--- config.mk ---
export PLATFORM = sky130hd
export DESIGN_NAME = mdio_phy_responder
export DESIGN_NICKNAME = d
export VERILOG_FILES = /design/src/rtl/mdio_phy_responder.sv
export SDC_FILE = /design/constraint.sdc
export NUM_CORES = 1
export LEC_CHECK = 0
export ABC_AREA = 1
export CAP_MARGIN = 0
export CORE_UTILIZATION = 28
export DETAILED_ROUTE_END_ITERATION = 16
export PLACE_DENSITY = 0.43
export SYNTH_ARGS = -nofsm -noshare
export SYNTH_HDL_FRONTEND = slang
export SYNTH_SLANG_ARGS = --single-unit
--- constraint.sdc ---
create_clock -name Clk -period 2 [get_ports Clk]
set_input_delay 0.4 -clock Clk [delete_from_list [all_inputs] [get_ports Clk]]
set_output_delay 0.4 -clock Clk [all_outputs]
set_load 0.005 [all_outputs]
--- src/rtl/mdio_phy_responder.sv ---
// rtl/mdio_phy_responder.sv - Clause 22 MDIO PHY-side responder bridging frames onto a register port
// Optional MDIO_PREAMBLE_SUPPRESS_EN: after a valid frame, a 0 in PRE starts a frame without preamble.
module mdio_phy_responder #(
    parameter logic [4:0] PHY_ADDR    = 5'd1,
    parameter int         PRE_MIN     = 32,
    parameter int         SYNC_STAGES = 2
) (
    input  logic        Clk,
    input  logic        Reset,
    input  logic        Mdc,
    input  logic        Mdio_in,
    output logic        Mdio_out,
    output logic        Mdio_oe,
    output logic [4:0]  Reg_addr,
    output logic        Reg_wr_en,
    output logic [15:0] Reg_wdata,
    input  logic [15:0] Reg_rdata,
    output logic        Frame_err
);

    typedef enum logic [2:0] {
        S_PRE, S_ST, S_OP, S_PHYAD, S_REGAD, S_TA, S_WDATA, S_RDATA
    } state_t;

    localparam logic [5:0] PRE_MAX = 6'(PRE_MIN);

    logic [SYNC_STAGES-1:0] mdc_sync;
    logic [SYNC_STAGES-1:0] mdio_sync;
    logic                   mdc_d1;
    logic                   rise;
    logic                   bit_in;
    logic                   pre_ok;

    state_t      state;
    logic [5:0]  pre_cnt;
    logic [4:0]  bit_cnt;
    logic        is_read;
    logic [15:0] shreg;
    logic [15:0] rd_shift;

    // Both inputs share the same pipeline depth so a sample lines up with its Mdc edge (SYNC_STAGES >= 2).
    always_ff @(posedge Clk) begin
        if (Reset) begin
            mdc_sync  <= '0;
            mdio_sync <= '0;
            mdc_d1    <= 1'b0;
        end else begin
            mdc_sync  <= {mdc_sync[SYNC_STAGES-2:0], Mdc};
            mdio_sync <= {mdio_sync[SYNC_STAGES-2:0], Mdio_in};
            mdc_d1    <= mdc_sync[SYNC_STAGES-1];
        end
    end

    assign rise   = mdc_sync[SYNC_STAGES-1] & ~mdc_d1;
    assign bit_in = mdio_sync[SYNC_STAGES-1];

`ifdef MDIO_PREAMBLE_SUPPRESS_EN
    logic supp_en;
    logic frame_done;

    assign frame_done = rise && (bit_cnt == 5'd1) && (state == S_WDATA || state == S_RDATA);
    assign pre_ok     = (pre_cnt == PRE_MAX) || supp_en;

    always_ff @(posedge Clk) begin
        if (Reset || Frame_err) supp_en <= 1'b0;
        else if (frame_done)    supp_en <= 1'b1;
    end
`else
    assign pre_ok = (pre_cnt == PRE_MAX);
`endif

    always_ff @(posedge Clk) begin
        if (Reset) begin
            state     <= S_PRE;
            pre_cnt   <= '0;
            bit_cnt   <= '0;
            is_read   <= 1'b0;
            shreg     <= '0;
            rd_shift  <= '0;
            Mdio_out  <= 1'b1;
            Mdio_oe   <= 1'b0;
            Reg_addr  <= '0;
            Reg_wr_en <= 1'b0;
            Reg_wdata <= '0;
            Frame_err <= 1'b0;
        end else begin
            Reg_wr_en <= 1'b0;
            Frame_err <= 1'b0;
            if (rise) begin
                // Holding the count at zero outside PRE means every return to PRE starts fresh.
                if (state != S_PRE) pre_cnt <= '0;
                bit_cnt <= bit_cnt - 5'd1;
                case (state)
                    S_PRE: begin
                        if (bit_in) begin
                            if (pre_cnt != PRE_MAX) pre_cnt <= pre_cnt + 6'd1;
                        end else if (pre_ok) begin
                            state   <= S_ST;
                            bit_cnt <= 5'd1;
                        end else begin
                            pre_cnt <= '0;
                        end
                    end
                    S_ST: begin
                        if (bit_in) begin
                            state   <= S_OP;
                            bit_cnt <= 5'd2;
                        end else begin
                            Frame_err <= 1'b1;
                            state     <= S_PRE;
                        end
                    end
                    S_OP: begin
                        shreg <= {shreg[14:0], bit_in};
                        if (bit_cnt == 5'd1) begin
                            if ({shreg[0], bit_in} == 2'b10 || {shreg[0], bit_in} == 2'b01) begin
                                is_read <= shreg[0];
                                state   <= S_PHYAD;
                                bit_cnt <= 5'd5;
                            end else begin
                                Frame_err <= 1'b1;
                                state     <= S_PRE;
                            end
                        end
                    end
                    S_PHYAD: begin
                        shreg <= {shreg[14:0], bit_in};
                        if (bit_cnt == 5'd1) begin
                            if ({shreg[3:0], bit_in} == PHY_ADDR) begin
                                state   <= S_REGAD;
                                bit_cnt <= 5'd5;
                            end else begin
                                state <= S_PRE;
                            end
                        end
                    end
                    S_REGAD: begin
                        Reg_addr <= {Reg_addr[3:0], bit_in};
                        if (bit_cnt == 5'd1) begin
                            state   <= S_TA;
                            bit_cnt <= 5'd2;
                        end
                    end
                    S_TA: begin
                        if (is_read) begin
                            // Turnaround: take the bus with a 0 after TA bit 1, present bit 15 after TA bit 2.
                            if (bit_cnt == 5'd2) begin
                                rd_shift <= Reg_rdata;
                                Mdio_oe  <= 1'b1;
                                Mdio_out <= 1'b0;
                            end else begin
                                Mdio_out <= rd_shift[15];
                                rd_shift <= {rd_shift[14:0], 1'b0};
                                state    <= S_RDATA;
                                bit_cnt  <= 5'd16;
                            end
                        end else if (bit_in != (bit_cnt == 5'd2)) begin
                            Frame_err <= 1'b1;
                            state     <= S_PRE;
                        end else if (bit_cnt == 5'd1) begin
                            state   <= S_WDATA;
                            bit_cnt <= 5'd16;
                        end
                    end
                    S_WDATA: begin
                        shreg <= {shreg[14:0], bit_in};
                        if (bit_cnt == 5'd1) begin
                            Reg_wdata <= {shreg[14:0], bit_in};
                            Reg_wr_en <= 1'b1;
                            state     <= S_PRE;
                        end
                    end
                    S_RDATA: begin
                        if (bit_cnt == 5'd1) begin
                            Mdio_oe  <= 1'b0;
                            Mdio_out <= 1'b1;
                            state    <= S_PRE;
                        end else begin
                            Mdio_out <= rd_shift[15];
                            rd_shift <= {rd_shift[14:0], 1'b0};
                        end
                    end
                    default: state <= S_PRE;
                endcase
            end
        end
    end

endmodule
; After elaboration in Yosys (flattened, before gate mapping)
; Index checks and enable logic that the tools add are counted.
[op_classes]
addsub = 2
n_mul = 0
div = 0
n_lt_le_gt_ge = 0
eq_ne = 27
shifts = 0
muxes = 51
bitwise_logic = 4
n_reduce_logical = 16
[ops]
columns = op, n
row1 = 2-to-1 mux 5 bit, 12
row2 = 2-to-1 mux 16 bit, 3
row3 = 2-to-1 mux 3 bit, 11
row4 = one-hot mux 16 bit (2 select lines), 1
row5 = 2-to-1 mux 6 bit, 5
row6 = one-hot mux 5 bit (6 select lines), 1
row7 = one-hot mux 3 bit (7 select lines), 1
row8 = != test 2 bit (second input constant), 9
row9 = equality test 3 bit (second input constant), 4
row10 = 2-to-1 mux 1 bit, 12
row11 = equality test 5 x 1 -> 1 bit (second input constant), 2
row12 = AND reduction 9 bit, 1
row13 = AND reduction 4 bit, 2
row14 = adder 6 x 1 -> 6 bit (second input constant), 1
row15 = equality test 3 x 2 -> 1 bit (second input constant), 2
row16 = equality test 6 bit (second input constant), 1
row17 = != test 6 bit (second input constant), 1
row18 = AND reduction 3 bit, 2
row19 = OR reduction 3 bit, 2
row20 = equality test 5 x 2 -> 1 bit (second input constant), 1
row21 = AND reduction 5 bit, 1
row22 = subtractor 5 x 1 -> 5 bit (second input constant), 1
row23 = 2-to-1 mux 2 bit, 2
row24 = != test 4 bit (second input constant), 1
row25 = other kinds (16), 21
[totals]
register_bits = 76
latchBits = 0
mem_bits_rw = 0
romBits = 0
out_inout_bits = 25
word_cells = 115
memories = 0

; Depth between registers and ports, before layout
[logic_depth]
depth_word = 5
ltp_mapped = 13

; Worst setup path before layout
; No wires, ideal clock.
[synth_path]
kind = reg2reg
start = reg bit_cnt[1]
end = reg Reg_wdata[15]
setup_ns = 0.116
arrival_time_ns = 1.342
slack_ns = 0.542
stages_incl_launch_ff = 9
path_buffers = 1
period_less_slack_ns = 1.458
path_cell_list = dfxtp_1 inv_1 ha_1 nand2_1 nor2_4 nand4_1 clkbuf_1 o21ai_0 nor2_1
[synth_via]
elab_chain_len = 2
[synth_lines]
columns = element, line
row1 = "start, declared", 36  ; logic [4:0] bit_cnt;
row2 = "start signal, assigned", 92  ; bit_cnt <= bit_cnt - 5'd1;
row3 = equality test 5 x 1 -> 1 bit, 167  ; if (bit_cnt == 5'd1) begin
row4 = AND reduction 3 bit (no line), -
row5 = "end signal, assigned", 168  ; Reg_wdata <= {shreg[14:0], bit_in};
row6 = "end, declared", 16  ; output logic [15:0] Reg_wdata,
; No other way between the ends.
; A chain may end at the register's enable or synchronous reset.

; Worst setup path in the final report
[layout_path]
start = reg bit_cnt[0]
end = reg rd_shift[12]
[layout_via]
elab_chain_len = 4
[layout_lines]
columns = element, line
row1 = equality test 5 x 2 -> 1 bit, 147  ; if (bit_cnt == 5'd2) begin
row2 = 2-to-1 mux 16 bit, 147
row3 = 2-to-1 mux 16 bit, 145  ; if (is_read) begin
row4 = one-hot mux 16 bit (2 select lines), 93  ; case (state)
row5 = "end signal, assigned", 148  ; rd_shift <= Reg_rdata;
row6 = "end signal, assigned", 153  ; rd_shift <= {rd_shift[14:0], 1'b0};
row7 = "end signal, assigned", 180  ; rd_shift <= {rd_shift[14:0], 1'b0};
row8 = "end, declared", 39  ; logic [15:0] rd_shift;
; Parallel ways exist; a longest one is shown, timed or not. The select of a mux whose other input is x is not followed.

==> summary.txt <==
Full die area -> 0.0133 sq mm
Starting DRT DRC Count -> 198
Critical path buffers and inverters -> 3
Post-synthesis average cell area -> 7.19 sq um
Synth Area in Simple Gates -> 0.279
Fin nets -> 578
WL per Instance -> 12.6 um
Seq. cell area -> 0.00152 sq mm
Pleak -> 1.89 nW
Cells after Synth -> 501
Slew @ Worst Pin -> 0.430 ns
Hold depth -> 2
Reg power frac -> 0.431
Slew HR -> 0.713
Max stage delay on crit path -> 0.34 ns
Number of synthesized flops with an enable pin -> 0
Psw -> 0.000815 W
Worst-path maximum fanout -> 17
Critical R2R Capture -> rd_shift[12]$_SDFFE_PP0P_
Final Max Tran Viols -> 0
Syn_nets -> 527
Post-CTS Setup Inserts -> 0
Crit-path slowest cell -> dfxtp_1
HP Start -> mdio_sync[0]$_SDFF_PP0_
RSZ-0062 raised after global routing -> no
Adder-cell share of the synthesized area -> 0.0208
Mux cell area share after synthesis -> 0
Drt total wl -> 9.15 mm
Clock Latency Late Sink -> 0.34 ns
Tot GR Track Use -> 0.148
Synth unique cells -> 38
Pin count of the biggest net entering global routing -> 47
Core footprint -> 0.0126 sq mm
Final min period -> 1.82 ns
Syn. warnings -> 0
Skew final -> 0.00871 ns
CP Capture Type -> flop
Critical path class -> reg2reg
Most common flop cell mapped by yosys -> dfxtp_1
R2R cell count -> 8
# rows -> 41
Power per Cell Area -> 776 mW/mm^2
Max_cap viols -> 0
Most common cell after layout, fill and taps aside -> nor2_1
R2R setup slack -> 0.18 ns
Drt drc -> 0
Initial Util -> 0.287
Crit start category -> flop
DP Wirelength -> 6.46 mm
Final hold viol count -> 0
Setup TNS -> 0 ns
Max Root-Sink Buffers -> 2
Diode count -> 0
Cts repair resizes -> 0
Most frequent cells in the layout -> 86 x nor2_1, 77 x nand2_1, 76 x dfxtp_1, 49 x o21ai_0, 47 x a21oi_1
Detail Route Antenna Nets -> 0
Clock root buffer -> clkbuf_16
Clk slew on worst S/H paths -> 0.06 ns
Crit path max-delay family -> buffers and inverters
Gate power share -> 0.063
Synth Area in Compound Gates -> 0.179
Period utilisation layout -> 0.912
Area of the multi-input gates -> 0.00175 sq mm
WP data required -> 2.22 ns
Die X -> 115 um
CTS tree -> done
Endpoints failing setup -> 0
Grt total ovfl -> 0
Synthesis-to-finish area growth -> 27.8%
TritonRoute pass-1 iters -> 4
Fraction of layout instances using a drive strength above 1 -> 0.111
Num CTS Buffers -> 9
GPL Wtd Cong -> 0.862
Cell-by-cell trace of the critical path -> inv_1, ha_1, nand3_2, clkinv_1, nand2_2, inv_2, o211ai_1, a21oi_1
Clock sink total -> 76
Die Y-Extent -> 115 um
Peak supply drop -> 295 uV
IO Port Bufs -> 44
Clock H-tree levels -> 3
Xor and xnor area share after synthesis -> 0.00729
Vias post-DR -> 3291
Finished Core Util -> 0.366
Worst Hold Path EP -> mdio_sync[1]$_SDFF_PP0_
#FFs+latches synth -> 76
Sw Ratio -> 0.228
CP arrival -> 2.05 ns
Fmax -> 548 MHz
Synthesized area -> 0.00360 sq mm
Async SR Flop Fraction -> 0
Vias per std cell -> 4.51
Largest family of logic cells by synthesized area -> simple AND/OR/NAND/NOR gates
Layout fillers -> 1365
Status -> finished, final reports clean
Register area share after synthesis -> 0.422
Cts hold-fix bufs -> 0
Clock power share -> 0.506
HP Class -> reg2reg
FF-to-FF Start -> bit_cnt[0]$_SDFFE_PP0P_
Initial antenna violation count -> 0
P_int -> 0.00276 W
# IOs -> 45
Vias in the first global route -> 2986
First-pass GRT wire length -> 15.2 mm
-- kinds of logic after synthesis --
family	Yosys count
simple gates	226
compound gates	117
flops	76
buf+inv	73
fa+ha+maj	6
xor+xnor	3
-- area by class of cell --
cell class,count,share of cell area
Clock inverter,6,0.0201
Tap cell,172,0.0468
Multi-Input combinational cell,352,0.380
Clock buffer,10,0.0519
Sequential cell,76,0.331
Timing Repair Buffer,62,0.128
Inverter,51,0.0427
-- how the worst max path moves through the flow --
stage | start | endpoint | slack [ns] | cells past startpoint
floorplan | bit_cnt[1]$_SDFFE_PP0P_ | Reg_wdata[15]$_SDFFE_PP0P_ | 0.54 | 8
global placement | state[1]$_SDFFE_PP0P_ | Mdio_out$_SDFFE_PP1P_ | 0.15 | 7
detailed placement | state[1]$_SDFFE_PP0P_ | Mdio_out$_SDFFE_PP1P_ | 0.18 | 7
CTS | state[1]$_SDFFE_PP0P_ | Mdio_out$_SDFFE_PP1P_ | 0.15 | 7
global route | bit_cnt[0]$_SDFFE_PP0P_ | rd_shift[5]$_SDFFE_PP0P_ | 0.06 | 8
finish | bit_cnt[0]$_SDFFE_PP0P_ | rd_shift[12]$_SDFFE_PP0P_ | 0.18 | 8
-- routing by layer --
metal / vias to the layer above / GRT usage / routed length, um / part of all wire
li1: 1735 / - / - / -
met1: 1489 / 0.207 / 4720 / 0.52
met2: 55 / 0.220 / 3980 / 0.44
met3: 12 / 0.0356 / 306 / 0.033
met4: 0 / 0.0580 / 146 / 0.016
met5: - / 0 / 0 / 0
-- registers in the layout, summed over array words and instances (netlist names) --
signal     flops
Mdio_oe        1
Mdio_out       1
is_read        1
Reg_addr       5
state          3
Reg_wdata     16
shreg         15
rd_shift      16
Reg_wr_en      1
Frame_err      1
pre_cnt        6
mdc_sync       2
bit_cnt        5
mdc_d1         1
mdio_sync      2
-- Yosys cell counts, types with 7 or more instances --
cell type | count | share of area
a21oi_1 | 47 | 0.065
clkbuf_1 | 12 | 0.013
dfxtp_1 | 76 | 0.42
inv_1 | 39 | 0.041
inv_2 | 7 | 0.0073
nand2_1 | 77 | 0.080
nand3_1 | 19 | 0.026
nor2_1 | 86 | 0.090
nor3_1 | 9 | 0.013
o211ai_1 | 15 | 0.031
o21ai_0 | 49 | 0.068
or2_0 | 7 | 0.012
-- worst reg2reg max path: stages, from the launching register on --
cell	delay (ns)
dfxtp_1	0.34
inv_1	0.10
ha_1	0.25
nand3_2	0.13
clkinv_1	0.12
nand2_2	0.26
inv_2	0.21
o211ai_1	0.22
a21oi_1	0.09
-- through the flow --
step / total power (W) / hold WS (ns) / worst slack, ns / cells / area (sq um)
after floorplan: 0.00171 / 0.388 / 0.542 / 501 / 3600
after global placement: 0.00180 / 0.390 / 0.151 / 710 / 4250
after detailed placement: 0.00180 / 0.392 / 0.177 / 710 / 4250
after CTS: 0.00363 / 0.397 / 0.150 / 726 / 4580
after global routing: 0.00372 / 0.410 / 0.0552 / 729 / 4600
final: 0.00357 / 0.395 / 0.175 / 729 / 4600
-- power by group through the flow --
stage                     clock, W  combinational, W  sequential, W
after floorplan                  0          0.000140        0.00157
after global placement           0          0.000231        0.00157
after detailed placement         0          0.000227        0.00157
after CTS                  0.00186          0.000228        0.00154
after global routing       0.00193          0.000255        0.00154
final                      0.00181          0.000226        0.00154
No activity file was read; power rests on OpenSTA's default activity.
